<file path="src/rtl/snake_disp_pkg.sv">
// Shared constants and types for the score display: segment encodings, team codes,
// converter FSM states.
package snake_disp_pkg;

    // Active-low segment patterns, bit order {g,f,e,d,c,b,a}
    localparam logic [6:0] SEG_DIGIT [0:9] = '{
        7'h40, 7'h79, 7'h24, 7'h30, 7'h19,
        7'h12, 7'h02, 7'h78, 7'h00, 7'h10
    };
    localparam logic [6:0] SEG_BLANK = 7'h7F;
    localparam logic [6:0] SEG_DASH  = 7'h3F;

    localparam logic [1:0] TEAM1 = 2'd1;
    localparam logic [1:0] TEAM2 = 2'd2;

    typedef enum logic [1:0] {
        StIdle,
        StShift,
        StDone
    } conv_state_e;

    // Segment pattern for a BCD nibble; non-decimal codes blank the digit
    function automatic logic [6:0] seg_of(input logic [3:0] d);
        if (d < 4'd10) begin
            return SEG_DIGIT[d];
        end
        return SEG_BLANK;
    endfunction

endpackage

</file>
<file path="src/rtl/bin2bcd_seq.sv">
// Sequential double-dabble converter: 8-bit binary to three BCD nibbles, one bit per cycle.
module bin2bcd_seq
    import snake_disp_pkg::*;
(
    input  logic       clk,
    input  logic       rst_n,
    input  logic       start_i,
    input  logic [7:0] bin_i,
    output logic       busy_o,
    output logic       done_o,
    output logic [3:0] hund_o,
    output logic [3:0] tens_o,
    output logic [3:0] unit_o
);

    conv_state_e state_q, state_d;
    logic [7:0]  bin_q, bin_d;
    logic [11:0] bcd_q, bcd_d;
    logic [11:0] adj;
    logic [2:0]  cnt_q, cnt_d;
    logic [3:0]  hund_q, hund_d;
    logic [3:0]  tens_q, tens_d;
    logic [3:0]  unit_q, unit_d;

    // Add 3 to every nibble >= 5 so the following shift carries correctly into the next digit
    always_comb begin
        adj = bcd_q;
        for (int i = 0; i < 3; i++) begin
            if (bcd_q[4*i +: 4] >= 4'd5) begin
                adj[4*i +: 4] = bcd_q[4*i +: 4] + 4'd3;
            end
        end
    end

    // Converter next-state: capture in idle, eight adjust+shift steps, then publish
    always_comb begin
        state_d = state_q;
        bin_d   = bin_q;
        bcd_d   = bcd_q;
        cnt_d   = cnt_q;
        hund_d  = hund_q;
        tens_d  = tens_q;
        unit_d  = unit_q;
        case (state_q)
            StIdle: begin
                if (start_i) begin
                    bin_d   = bin_i;
                    bcd_d   = '0;
                    cnt_d   = '0;
                    state_d = StShift;
                end
            end
            StShift: begin
                bcd_d = 12'({adj, bin_q[7]});
                bin_d = {bin_q[6:0], 1'b0};
                cnt_d = cnt_q + 3'd1;
                if (cnt_q == 3'd7) begin
                    state_d = StDone;
                end
            end
            StDone: begin
                // All three digits change together so the display never mixes two values
                hund_d  = bcd_q[11:8];
                tens_d  = bcd_q[7:4];
                unit_d  = bcd_q[3:0];
                state_d = StIdle;
            end
            default: state_d = StIdle;
        endcase
    end

    // Converter state and result registers
    always_ff @(posedge clk or negedge rst_n) begin
        if (!rst_n) begin
            state_q <= StIdle;
            bin_q   <= '0;
            bcd_q   <= '0;
            cnt_q   <= '0;
            hund_q  <= '0;
            tens_q  <= '0;
            unit_q  <= '0;
        end else begin
            state_q <= state_d;
            bin_q   <= bin_d;
            bcd_q   <= bcd_d;
            cnt_q   <= cnt_d;
            hund_q  <= hund_d;
            tens_q  <= tens_d;
            unit_q  <= unit_d;
        end
    end

    assign busy_o = (state_q != StIdle);
    assign done_o = (state_q == StDone);
    assign hund_o = hund_q;
    assign tens_o = tens_q;
    assign unit_o = unit_q;

endmodule

</file>
<file path="src/rtl/seg7_score_display.sv">
// Four-digit multiplexed score display: team numeral on the left, score (0-255) on the right,
// alternating between both final scores once the game is complete.
module seg7_score_display
    import snake_disp_pkg::*;
#(
    parameter int unsigned SCAN_DIV = 25000,
    parameter int unsigned ALT_DIV  = 200_000_000
) (
    input  logic       clk,
    input  logic       rst_n,
    input  logic [7:0] score_i,
    input  logic [7:0] team1_score_i,
    input  logic [7:0] team2_score_i,
    input  logic [1:0] current_team_i,
    input  logic       game_complete_i,
    output logic [3:0] an_o,
    output logic [6:0] seg_o,
    output logic       dp_o
);

    localparam int unsigned ScanW = $clog2(SCAN_DIV);
    localparam int unsigned AltW  = $clog2(ALT_DIV);
    localparam logic [ScanW-1:0] ScanLast = ScanW'(SCAN_DIV - 1);
    localparam logic [AltW-1:0]  AltLast  = AltW'(ALT_DIV - 1);

    logic [AltW-1:0]  alt_cnt_q, alt_cnt_d;
    logic             alt_sel_q, alt_sel_d;
    logic [7:0]       val_req_q, val_req_d;
    logic [1:0]       team_req_q, team_req_d;
    logic [7:0]       val_cap_q, val_shown_q;
    logic [1:0]       team_cap_q, team_shown_q;
    logic             first_q;
    logic             conv_start, conv_busy, conv_done;
    logic [3:0]       hund, tens, unit;
    logic [ScanW-1:0] slot_q;
    logic [1:0]       idx_q;
    logic             slot_wrap;
    logic [3:0]       an_q;
    logic [6:0]       seg_q, seg_d;
    logic             dp_q, dp_d;

    // Source select and alternation timer; both held at team 1 while the game is live
    always_comb begin
        alt_cnt_d  = '0;
        alt_sel_d  = 1'b0;
        val_req_d  = score_i;
        team_req_d = current_team_i;
        if (game_complete_i) begin
            val_req_d  = alt_sel_q ? team2_score_i : team1_score_i;
            team_req_d = alt_sel_q ? TEAM2 : TEAM1;
            alt_sel_d  = alt_sel_q;
            alt_cnt_d  = alt_cnt_q + 1'b1;
            if (alt_cnt_q == AltLast) begin
                alt_cnt_d = '0;
                alt_sel_d = ~alt_sel_q;
            end
        end
    end

    // Request and alternation registers
    always_ff @(posedge clk or negedge rst_n) begin
        if (!rst_n) begin
            alt_cnt_q  <= '0;
            alt_sel_q  <= 1'b0;
            val_req_q  <= '0;
            team_req_q <= '0;
        end else begin
            alt_cnt_q  <= alt_cnt_d;
            alt_sel_q  <= alt_sel_d;
            val_req_q  <= val_req_d;
            team_req_q <= team_req_d;
        end
    end

    // Team is compared too, so a team change with an equal score still refreshes the numeral
    assign conv_start = first_q || (val_req_q != val_shown_q) || (team_req_q != team_shown_q);

    // Capture value+team together at start, publish them together when the converter is done
    always_ff @(posedge clk or negedge rst_n) begin
        if (!rst_n) begin
            first_q      <= 1'b1;
            val_cap_q    <= '0;
            team_cap_q   <= '0;
            val_shown_q  <= '0;
            team_shown_q <= '0;
        end else begin
            if (conv_start && !conv_busy) begin
                first_q    <= 1'b0;
                val_cap_q  <= val_req_q;
                team_cap_q <= team_req_q;
            end
            if (conv_done) begin
                val_shown_q  <= val_cap_q;
                team_shown_q <= team_cap_q;
            end
        end
    end

    bin2bcd_seq u_bcd (
        .clk    (clk),
        .rst_n  (rst_n),
        .start_i(conv_start),
        .bin_i  (val_req_q),
        .busy_o (conv_busy),
        .done_o (conv_done),
        .hund_o (hund),
        .tens_o (tens),
        .unit_o (unit)
    );

    assign slot_wrap = (slot_q == ScanLast);

    // Pattern for the digit whose slot is starting, with leading-zero blanking
    always_comb begin
        seg_d = SEG_BLANK;
        dp_d  = 1'b1;
        case (idx_q)
            2'd0: seg_d = seg_of(unit);
            2'd1: if (hund != 4'd0 || tens != 4'd0) seg_d = seg_of(tens);
            2'd2: if (hund != 4'd0) seg_d = seg_of(hund);
            2'd3: begin
                if (team_shown_q == TEAM1) begin
                    seg_d = SEG_DIGIT[1];
                    dp_d  = 1'b0;
                end else if (team_shown_q == TEAM2) begin
                    seg_d = SEG_DIGIT[2];
                    dp_d  = 1'b0;
                end else begin
                    seg_d = SEG_DASH;
                end
            end
            default: seg_d = SEG_BLANK;
        endcase
    end

    // Scan: pins load only at a slot wrap, so the first digit lights SCAN_DIV cycles after reset
    always_ff @(posedge clk or negedge rst_n) begin
        if (!rst_n) begin
            slot_q <= '0;
            idx_q  <= '0;
            an_q   <= 4'b1111;
            seg_q  <= SEG_BLANK;
            dp_q   <= 1'b1;
        end else if (slot_wrap) begin
            slot_q <= '0;
            idx_q  <= idx_q + 2'd1;
            an_q   <= ~(4'b0001 << idx_q);
            seg_q  <= seg_d;
            dp_q   <= dp_d;
        end else begin
            slot_q <= slot_q + 1'b1;
        end
    end

    assign an_o  = an_q;
    assign seg_o = seg_q;
    assign dp_o  = dp_q;

endmodule

</file>
<file path="config.mk">
export PLATFORM = sky130hd
export DESIGN_NAME = seg7_score_display
export DESIGN_NICKNAME = d
export VERILOG_FILES = /design/src/rtl/snake_disp_pkg.sv /design/src/rtl/bin2bcd_seq.sv /design/src/rtl/seg7_score_display.sv
export SDC_FILE = /design/constraint.sdc
export NUM_CORES = 1
export LEC_CHECK = 0
export ABC_CLOCK_PERIOD_IN_PS = 3750
export CAP_MARGIN = 0
export CORE_ASPECT_RATIO = 1.75
export CORE_MARGIN = 5
export CORE_UTILIZATION = 63
export DETAILED_ROUTE_END_ITERATION = 8
export PLACE_DENSITY = 0.87
export SETUP_SLACK_MARGIN = 0.3
export SLEW_MARGIN = 20
export SYNTH_ARGS = -nofsm -noshare
export SYNTH_HDL_FRONTEND = slang
export SYNTH_SLANG_ARGS = --single-unit
</file>
<file path="constraint.sdc">
create_clock -name clk -period 3.75 [get_ports clk]
set_input_delay 0.5625 -clock clk [delete_from_list [all_inputs] [get_ports clk]]
set_output_delay 0.5625 -clock clk [all_outputs]
set_load 0.1 [all_outputs]
</file>
==> reports/metrics.csv, run 1 <==
metric,value,unit
RSZ-0062 raised after global routing,false,
crit-path max cell delay,1130,ps
status,"complete, no violations",
Max Cap Viol,0,
most common library cell in the layout ignoring fill and taps,dfrtp_1,
cell taking the most area after synthesis,dfrtp_1,
Setup Viol. Count Final,0,
overall power,0.00519,W
Worst Setup Path Type,register to output pin,
global-route wire length before repair,24.3,mm
post-cts resize count,0,
area share of the largest cell type after synthesis,43.2,%
Placer Congestion,0.855,
Core ar.,10200,sq um
critical-path cell list,clkdlybuf4s50_1,
maximum fanout along the worst path,2,
CTS sink cnt,126,
clk slew on worst S/H paths,50,ps
wire per inst,17.4,um
"delay-heaviest family, CP",buffers and inverters,
Setup Buffers After CTS,0,
CTS buffer count,17,
gr ovfl total,0,
"commonest non-fill, non-tap cells in the layout","dfrtp_1, nor2_1, nand2_1",
via/cell ratio,6.01,
die area,12600,sq um
Fin Setup TNS,0,ps
Peak supply drop,0.507,mV
YS warnings,0,
stages on the worst setup path,1,
CP Capture Type,output pin,
Initial Util,64.0,%
Routed Antenna Nets,0,
Pre-Repair DR Iteration Count,5,
H-tree depth,4,
Syn-to-layout area delta,17.0,%
Worst setup SP type,register,
post-layout instance area,7660,sq um
Area contributors post-synth,"dfrtp_1, ha_1, dfstp_2, xnor2_1, mux2_2",
hold buffers post-CTS,0,
Worst R2R Path Depth,6,
Synth Area per Inst,9.93,sq um
Max Buffers Root-to-Sink,2,
gr usage total,24.3,%
Die Y,145,um
post-layout min period,2630,ps
layout cells sized above 1,11.3,%
Syn Inst Count,660,
nets@finish,760,
Die X,87.1,um
crit path DAT,2070,ps
Tightest Pin Transition,967,ps
PwrDens,677,nW/um^2
post-route setup slack,1120,ps
worst min-delay path class,input pin to asynchronous set/reset pin,
Critical path buffers and inverters,1,
Max Slew Vio Count,0,
Leak,3.28,nW
vias in the first global route,5317,
Port Buf Inserts,40,
Core Rows,49,
fill count,655,
clk_lat worst skew,410,ps
Yosys reg bits,126,
Routed WL,14.6,mm
final hold vios,0,
Residual DRC,0,
slowest CP cell,clkdlybuf4s50_1,
vias,5027,
antenna cells,0,
Worst EP required,3190,ps
dpl ws,1150,ps
Clock Skews,8.91,ps
dpl hpwl,9.99,mm
DRT iter0 DRCs,281,
register area share after synthesis,48.4,%
CTS tree,yes,
syn_nets,721,
IO Pins,41,
Fmax,0.380,GHz
initial antenna violation count,0,
post-synth design cell area,6550,sq um
Yosys cell types,48,
relative slew slack,35.3,%
root buffer cell,clkbuf_16,
Final Cycle Share,70.1,%
largest net degree at the start of global routing,63,
dpl cell area,7060,sq um
-- kinds of logic (layout without fill, tap and decap cells) --
kind of cell | after synthesis | in the layout | synth area share [%]
multiplexers | 36 | 36 | 6.07
AO/OA/AOI/OAI | 129 | 129 | 11.9
XOR/XNOR | 54 | 54 | 7.22
flip-flops | 126 | 126 | 48.4
adder cells (fa/ha/maj) | 32 | 32 | 6.11
buffers and inverters | 56 | 106 | 3.46
AND/OR/NAND/NOR | 227 | 227 | 16.9
-- power breakdown --
group          internal, W  switching (W)  total [W]
clock network      0.00114       0.000555    0.00170
registers          0.00165       0.000334    0.00199
logic             0.000722       0.000782    0.00150
-- Yosys cell counts, drive strengths merged --
cell type	n
dfrtp	113
nor2	69
nand2	55
o21ai	53
xnor2	39
ha	32
a21oi	30
inv	29
mux2	27
clkbuf	23
nand2b	19
nand3	18
xor2	15
dfstp	13
a21o	11
a22o	10
mux2i	9
nand4	9
nor3	9
nor4	9
nor2b	8
a22oi	7
and3	6
and4	6
and2	5
buf	4
or2	4
o22ai	3
or4	3
a211oi	2
a31oi	2
a32o	2
nor3b	2
o311ai	2
o31ai	2
a2111oi	1
a21boi	1
nand3b	1
nand4b	1
nor4b	1
nor4bb	1
o211ai	1
o21a	1
o221ai	1
or3	1
-- path summary, 6_finish.rpt --
| kind | from | endpoint | slack, ps |
|---|---|---|---|
| max reg2reg | team_shown_q[1] | val_cap_q[7] | 1160 |
| max in group asynchronous | rst_n | alt_cnt_q[6] | 2610 |
| min in group clk | seg_o[2] | seg_o[2] | 480 |
| min reg2reg | seg_o[2] | seg_o[2] | 480 |
| min | rst_n | u_bcd.unit_o[1] | 220 |
| max | seg_o[6] | seg_o[6] | 1120 |
-- registers in the layout, summed over array words and instances, names as in the netlist, 3 cells and up --
| register | count |
|---|---|
| val_shown_q | 8 |
| u_bcd.cnt_q | 3 |
| u_bcd.hund_o | 4 |
| u_bcd.bcd_q | 12 |
| val_req_q | 8 |
| seg_o | 7 |
| u_bcd.unit_o | 4 |
| slot_q | 15 |
| val_cap_q | 8 |
| an_o | 4 |
| u_bcd.tens_o | 4 |
| alt_cnt_q | 28 |
| u_bcd.bin_q | 8 |
-- layer usage --
layer / GRT usage, % / up-vias / wire (um)
li1: - / 2355 / -
met1: 25.1 / 2444 / 5270
met2: 42.8 / 166 / 8030
met3: 5.56 / 62 / 557
met4: 15.2 / 0 / 743
met5: 0 / - / 0
-- stage by stage --
stage	hold slack [ps]	util, %	std cells
final	219	74.8	837
after global routing	292	74.8	837
after detailed placement	469	68.9	807
after global placement	454	68.9	807
after CTS	243	74.8	837
after floorplan	267	-	660
-- layout make-up --
cell class	instances	area, sq um	share of cell area, %
Clock buffer	24	472	6.16
Clock inverter	6	134	1.75
Sequential cell	126	3170	41.4
Tap cell	127	159	2.07
Inverter	29	109	1.42
Multi-Input combinational cell	478	3170	41.4
Timing Repair Buffer	47	450	5.88
(Power assumes the default switching activity.)
==> run 2, diff against run 1 <==
--- a/config.mk
+++ b/config.mk
@@ -5,13 +5,13 @@
 export SDC_FILE = /design/constraint.sdc
 export NUM_CORES = 1
 export LEC_CHECK = 0
-export ABC_CLOCK_PERIOD_IN_PS = 3750
+export ABC_CLOCK_PERIOD_IN_PS = 2300
 export CAP_MARGIN = 0
 export CORE_ASPECT_RATIO = 1.75
 export CORE_MARGIN = 5
-export CORE_UTILIZATION = 63
+export CORE_UTILIZATION = 54
 export DETAILED_ROUTE_END_ITERATION = 8
-export PLACE_DENSITY = 0.87
+export PLACE_DENSITY = 0.8
 export SETUP_SLACK_MARGIN = 0.3
 export SLEW_MARGIN = 20
 export SYNTH_ARGS = -nofsm -noshare
==> constraint.sdc (replaced) <==
create_clock -name clk -period 2.3 [get_ports clk]
set_input_delay 0.345 -clock clk [delete_from_list [all_inputs] [get_ports clk]]
set_output_delay 0.345 -clock clk [all_outputs]
set_load 0.1 [all_outputs]
==> run 2 against run 1 <==
Effect of this change:
- die area up 15%
- critical path depth up 5
- combinational power up 72%
- total power up 67%
- final cell count up 3.6%
- design area up 3.8%
- sequential share of layout area down 1.5 points
- clock-buffer cell count down 6
- utilization down 8.2 points
- largest cell class is now multi-input gates
==> reports/metrics.csv, run 2 (synthesis results as in run 1) <==
metric,value,unit,change
relative slew slack,61.1,%,was 35.3%
status,"complete, no violations",,unchanged
IO Pins,41,,unchanged
Die Y,156,um,was 145 um
"commonest non-fill, non-tap cells in the layout","dfrtp_1, nor2_1, nand2_1",,unchanged
Largest Register,alt_cnt_q,,unchanged
gr usage total,20.5,%,was 24.3%
DRT iter0 DRCs,318,,was 281
H-tree depth,4,,unchanged
worst min-delay path class,input pin to asynchronous set/reset pin,,unchanged
final hold vios,0,,unchanged
Largest register FFs,28,,unchanged
Peak supply drop,0.671,mV,was 0.507 mV
Worst setup SP type,register,,unchanged
crit path DAT,2470,ps,was 2070 ps
Residual DRC,0,,unchanged
Initial Util,54.9,%,was 64.0%
antenna cells,0,,unchanged
clk slew on worst S/H paths,60,ps,was 50 ps
Tightest Pin Transition,584,ps,was 967 ps
die area,14500,sq um,"was 12,600 sq um"
Port Buf Inserts,40,,unchanged
post-layout min period,2170,ps,
R2R Setup Slk,130,ps,was 1160 ps
Clock Skews,7.35,ps,was 8.91 ps
overall power,0.00867,W,was 0.00519 W
vias,4998,,"was 5,027"
CP Capture Type,register,,was output pin
Worst EP required,2600,ps,was 3190 ps
leading registers by flop count,"alt_cnt_q x28, slot_q x15, u_bcd.bcd_q x12",,unchanged
initial antenna violation count,0,,unchanged
Core Rows,53,,was 49
dpl hpwl,9.79,mm,was 9.99 mm
Die X,93.3,um,was 87.1 um
global-route wire length before repair,23.7,mm,was 24.3 mm
clk_lat worst skew,410,ps,about the same
CTS buffer count,17,,unchanged
RSZ-0062 raised after global routing,true,,was false
Final Cycle Share,94.3,%,
Fmax,0.461,GHz,
Max Slew Vio Count,0,,unchanged
Routed Antenna Nets,0,,unchanged
nets@finish,778,,was 760
PwrDens,1090,nW/um^2,was 677 nW/um^2
vias in the first global route,5203,,"was 5,317"
via/cell ratio,5.76,,was 6.01
dpl ws,53.8,ps,was 1150 ps
fill count,870,,was 655
Syn-to-layout area delta,21.4,%,was 17.0%
Worst Setup Path Type,register to register,,was register to output pin
wire per inst,16.6,um,was 17.4 um
CTS sink cnt,126,,unchanged
Placer Congestion,0.924,,was 0.855
Leak,3.43,nW,was 3.28 nW
post-route setup slack,132,ps,was 1120 ps
root buffer cell,clkbuf_16,,unchanged
Routed WL,14.4,mm,was 14.6 mm
largest net degree at the start of global routing,76,,was 63
gr ovfl total,0,,unchanged
maximum fanout along the worst path,5,,was 2
Max Buffers Root-to-Sink,2,,unchanged
Max Cap Viol,0,,unchanged
CTS tree,yes,,unchanged
Setup Viol. Count Final,0,,unchanged
Pre-Repair DR Iteration Count,5,,unchanged
most common library cell in the layout ignoring fill and taps,dfrtp_1,,unchanged
Core ar.,11900,sq um,"was 10,200 sq um"
layout cells sized above 1,18.6,%,was 11.3%
==> run 2: cell types whose count changed in the layout (fill, tap and decap cells not counted), sizes merged <==
| cell | previous run | this run |
|---|---|---|
| buf | 8 | 37 |
| clkinv | 2 | 5 |
| clkbuf | 24 | 18 |
| inv | 29 | 30 |
| dlygate4sd3 | 0 | 1 |
| clkdlybuf4s50 | 39 | 27 |
| clkinvlp | 0 | 4 |
==> run 2: final cells by class <==
type,count,area (sq um),share of cell area [%]
inverter,29,109,1.37
multi-input combinational,478,3260,41.0
tap,137,171,2.15
timing repair buffer,65,608,7.64
clock inverter,14,191,2.41
sequential,126,3170,39.9
clock buffer,18,439,5.52
==> run 2: final timing paths <==
| check | start | endpoint | cells after the start |
|---|---|---|---|
| setup reg to reg | team_req_q[1] | team_cap_q[1] | 6 |
| max in group asynchronous | rst_n | first_q | 3 |
| min in group clk | seg_o[4] | seg_o[4] | 2 |
| setup / recovery | team_req_q[1] | team_cap_q[1] | 6 |
| hold / removal | rst_n | u_bcd.tens_o[1] | 2 |
| hold reg to reg | seg_o[4] | seg_o[4] | 2 |
==> run 2: per-stage QoR <==
step / instance area (sq um) / util [%] / hold WS (ps) / std cells / setup TNS [ps]
3_5_place_dp: 7110 / 59.6 / 262 / 822 / 0
3_3_place_gp: 7110 / 59.6 / 258 / 822 / 0
2_1_floorplan: 6570 / - / 49.4 / 660 / -4.38
6_report: 7960 / 66.6 / 370 / 867 / 0
4_1_cts: 7820 / 65.5 / 380 / 860 / 0
5_1_grt: 7960 / 66.6 / 393 / 867 / 0
==> run 2: metal layers <==
layer  vias to the layer above  GRT usage [%]  share of wire (%)
met4                         0           10.4                3.2
li1                       2387              -                  -
met5                         -              0                  0
met3                        42           4.63                3.4
met2                       133           37.4                 55
met1                      2436           21.9                 38
==> run 2: timing repair <==
item / CTS / global route
resized for setup: 10 / 23
hold buffers: 1 / 0
setup endpoints to repair: 51 / 73
endpoints found under the hold margin: 21 / 0
buffers inserted: 3 / 7
pin swaps: 1 / 2
cloned: 2 / 0
==> run 2: power by group <==
group	leakage [nW]	internal (W)	switching [W]
logic	1.56	0.00128	0.00130
clock network	0.298	0.00184	0.000993
registers	1.57	0.00269	0.000565
==> run 2: worst max-delay path, stage by stage (launching register included) <==
cell and delay [ps]:
dfrtp_1 380, xor2_1 160, or4_4 510, or3_4 350, nor3b_4 180, buf_6 170
mux2_4 300
==> run 3, diff against run 2 <==
==> constraint.sdc (replaced) <==
create_clock -name clk -period 2.3 [get_ports clk]
set_input_delay 0.345 -clock clk [delete_from_list [all_inputs] [get_ports clk]]
set_output_delay 0.345 -clock clk [all_outputs]
set_load 0.05 [all_outputs]
==> run 3 against run 2 <==
Effect of this change:
- non-clock buffer count fell by 3
- register-to-register slack got worse by 30 ps
- wire length rose by 0.51%
- critical endpoint is now val_cap_q[7]
- setup slack got worse by 29 ps
- largest power group unchanged
- critical path depth did not move
- design area barely moved
- clock skew fell by 2.0 ps
==> reports/metrics.csv, run 3 (synthesis results as in run 1) <==
metric,value,unit,change
multi-input logic area,3260,sq um,about the same
clk slew on worst S/H paths,50,ps,was 60 ps
Worst R2R Path Depth,6,,unchanged
Core Rows,53,,unchanged
Die X,93.3,um,unchanged
root buffer cell,clkbuf_16,,unchanged
final hold vios,0,,unchanged
vias,5027,,"was 4,998"
Setup Viol. Count Final,0,,unchanged
H-tree depth,4,,unchanged
wire per inst,16.8,um,was 16.6 um
fill count,886,,was 870
overall power,0.00867,W,about the same
Largest register FFs,28,,unchanged
Syn-to-layout area delta,21.3,%,was 21.4%
gr ovfl total,0,,unchanged
CTS sink cnt,126,,unchanged
Initial Util,54.9,%,unchanged
post-layout instance area,7950,sq um,was 7960 sq um
Max Slew Vio Count,0,,unchanged
Die Y,156,um,unchanged
nets@finish,775,,was 778
PwrDens,1090,nW/um^2,about the same
Fmax,0.455,GHz,was 0.461 GHz
crit path DAT,2500,ps,was 2470 ps
Core ar.,11900,sq um,unchanged
most common library cell in the layout ignoring fill and taps,dfrtp_1,,unchanged
clk_lat worst skew,420,ps,was 410 ps
DRT iter0 DRCs,228,,was 318
R2R Setup Slk,100,ps,was 130 ps
Tightest Pin Transition,597,ps,was 584 ps
Final Cycle Share,95.5,%,was 94.3%
maximum fanout along the worst path,5,,unchanged
relative slew slack,59.9,%,was 61.1%
launch point of the worst path,team_shown_q[1],,was team_req_q[1]
RR Endpoint,val_cap_q[7],,was team_cap_q[1]
via/cell ratio,5.84,,was 5.76
gr usage total,20.5,%,about the same
CTS buffer count,17,,unchanged
"commonest non-fill, non-tap cells in the layout","dfrtp_1, nor2_1, nand2_1",,unchanged
Pre-Repair DR Iteration Count,7,,was 5
Largest Register,alt_cnt_q,,unchanged
Placed Instances,825,,was 822
CP Capture Type,register,,unchanged
Routed Antenna Nets,0,,unchanged
Peak supply drop,0.739,mV,was 0.671 mV
Layout Utilization,66.6,%,about the same
Residual DRC,0,,unchanged
Port Buf Inserts,40,,unchanged
die area,14500,sq um,unchanged
largest net degree at the start of global routing,45,,was 76
initial antenna violation count,0,,unchanged
Worst EP required,2600,ps,about the same
dpl hpwl,9.85,mm,was 9.79 mm
Non-Filler Instances,861,,was 867
worst setup path end,val_cap_q[7],,was team_cap_q[1]
antenna cells,0,,unchanged
Leak,3.47,nW,was 3.43 nW
Routed WL,14.5,mm,was 14.4 mm
RSZ-0062 raised after global routing,true,,unchanged
leading registers by flop count,"alt_cnt_q x28, slot_q x15, u_bcd.bcd_q x12",,unchanged
status,"complete, no violations",,unchanged
worst min-delay path class,input pin to asynchronous set/reset pin,,unchanged
Clock Skews,5.37,ps,was 7.35 ps
Fin Hold WS,438,ps,was 370 ps
FF/Latch Area,3170,sq um,unchanged
global-route wire length before repair,23.5,mm,was 23.7 mm
post-layout min period,2200,ps,was 2170 ps
r2r startpoint,team_shown_q[1],,was team_req_q[1]
Worst Setup Path Type,register to register,,unchanged
Placer Congestion,0.888,,was 0.924
dpl cell area,7170,sq um,was 7110 sq um
IO Pins,41,,unchanged
vias in the first global route,5076,,"was 5,203"
layout cells sized above 1,16.2,%,was 18.6%
Max Buffers Root-to-Sink,2,,unchanged
Worst setup SP type,register,,unchanged
CTS tree,yes,,unchanged
Max Cap Viol,0,,unchanged
==> run 3: cell count changes in the layout (fill, tap and decap cells not counted), moves of 3 or more <==
cell           delta
buf_4            -15
clkinvlp_4        -4
dlygate4sd2_1    +12
clkbuf_8          +5
o21ai_0           +3
o21ai_1           -3
==> run 3: worst min-delay path by stage <==
stage                from               to
global route        rst_n  u_bcd.bcd_q[10]
CTS                 rst_n   u_bcd.bcd_q[9]
floorplan           rst_n     alt_cnt_q[0]
finish              rst_n  u_bcd.tens_o[1]
global placement    rst_n  u_bcd.tens_o[3]
detailed placement  rst_n  u_bcd.tens_o[3]
==> run 3: what timing repair did <==
action                                 CTS  global route
setup endpoints to repair               61            71
gates cloned                             2             0
endpoints found under the hold margin   21             0
hold buffers                             1             0
resized for setup                       19            22
pin swaps                                0             2
setup buffers                            2             2
==> run 3: report_power, final <==
| group | switching, W | leakage [nW] | internal [W] |
|---|---|---|---|
| sequential | 0.000561 | 1.57 | 0.00269 |
| combinational | 0.00127 | 1.58 | 0.00127 |
| clock | 0.000909 | 0.317 | 0.00196 |
| total | 0.00274 | 3.47 | 0.00592 |
==> run 3: area by class of cell <==
type	count	share of cell area [%]
Timing Repair Buffer	62	7.56
Sequential cell	126	39.9
Multi-Input combinational cell	478	41.0
Clock buffer	23	6.39
Tap cell	137	2.16
Inverter	29	1.37
Clock inverter	6	1.64
==> run 3: per-layer routing <==
layer  track usage, %  vias up  part of all wire (%)
met3             4.83       51                   3.5
met4             10.3        0                   4.2
met5                0        -                     0
met1             21.6     2449                    37
met2             37.5      146                    55
li1                 -     2381                     -
==> run 3: worst max-delay path: stages (launching register included) <==
cell and delay, ps:
dfrtp_1 390, xor2_1 160, or4_4 530, or3_4 360
nor3b_4 180, buf_6 170, mux2_4 290
==> run 3: per-stage QoR <==
step / worst slack (ps) / TNS (ps)
2_1_floorplan: -4.38 / -4.38
3_3_place_gp: 89.4 / 0
3_5_place_dp: 52.9 / 0
4_1_cts: 147 / 0
5_1_grt: 78.9 / 0
6_report: 103 / 0
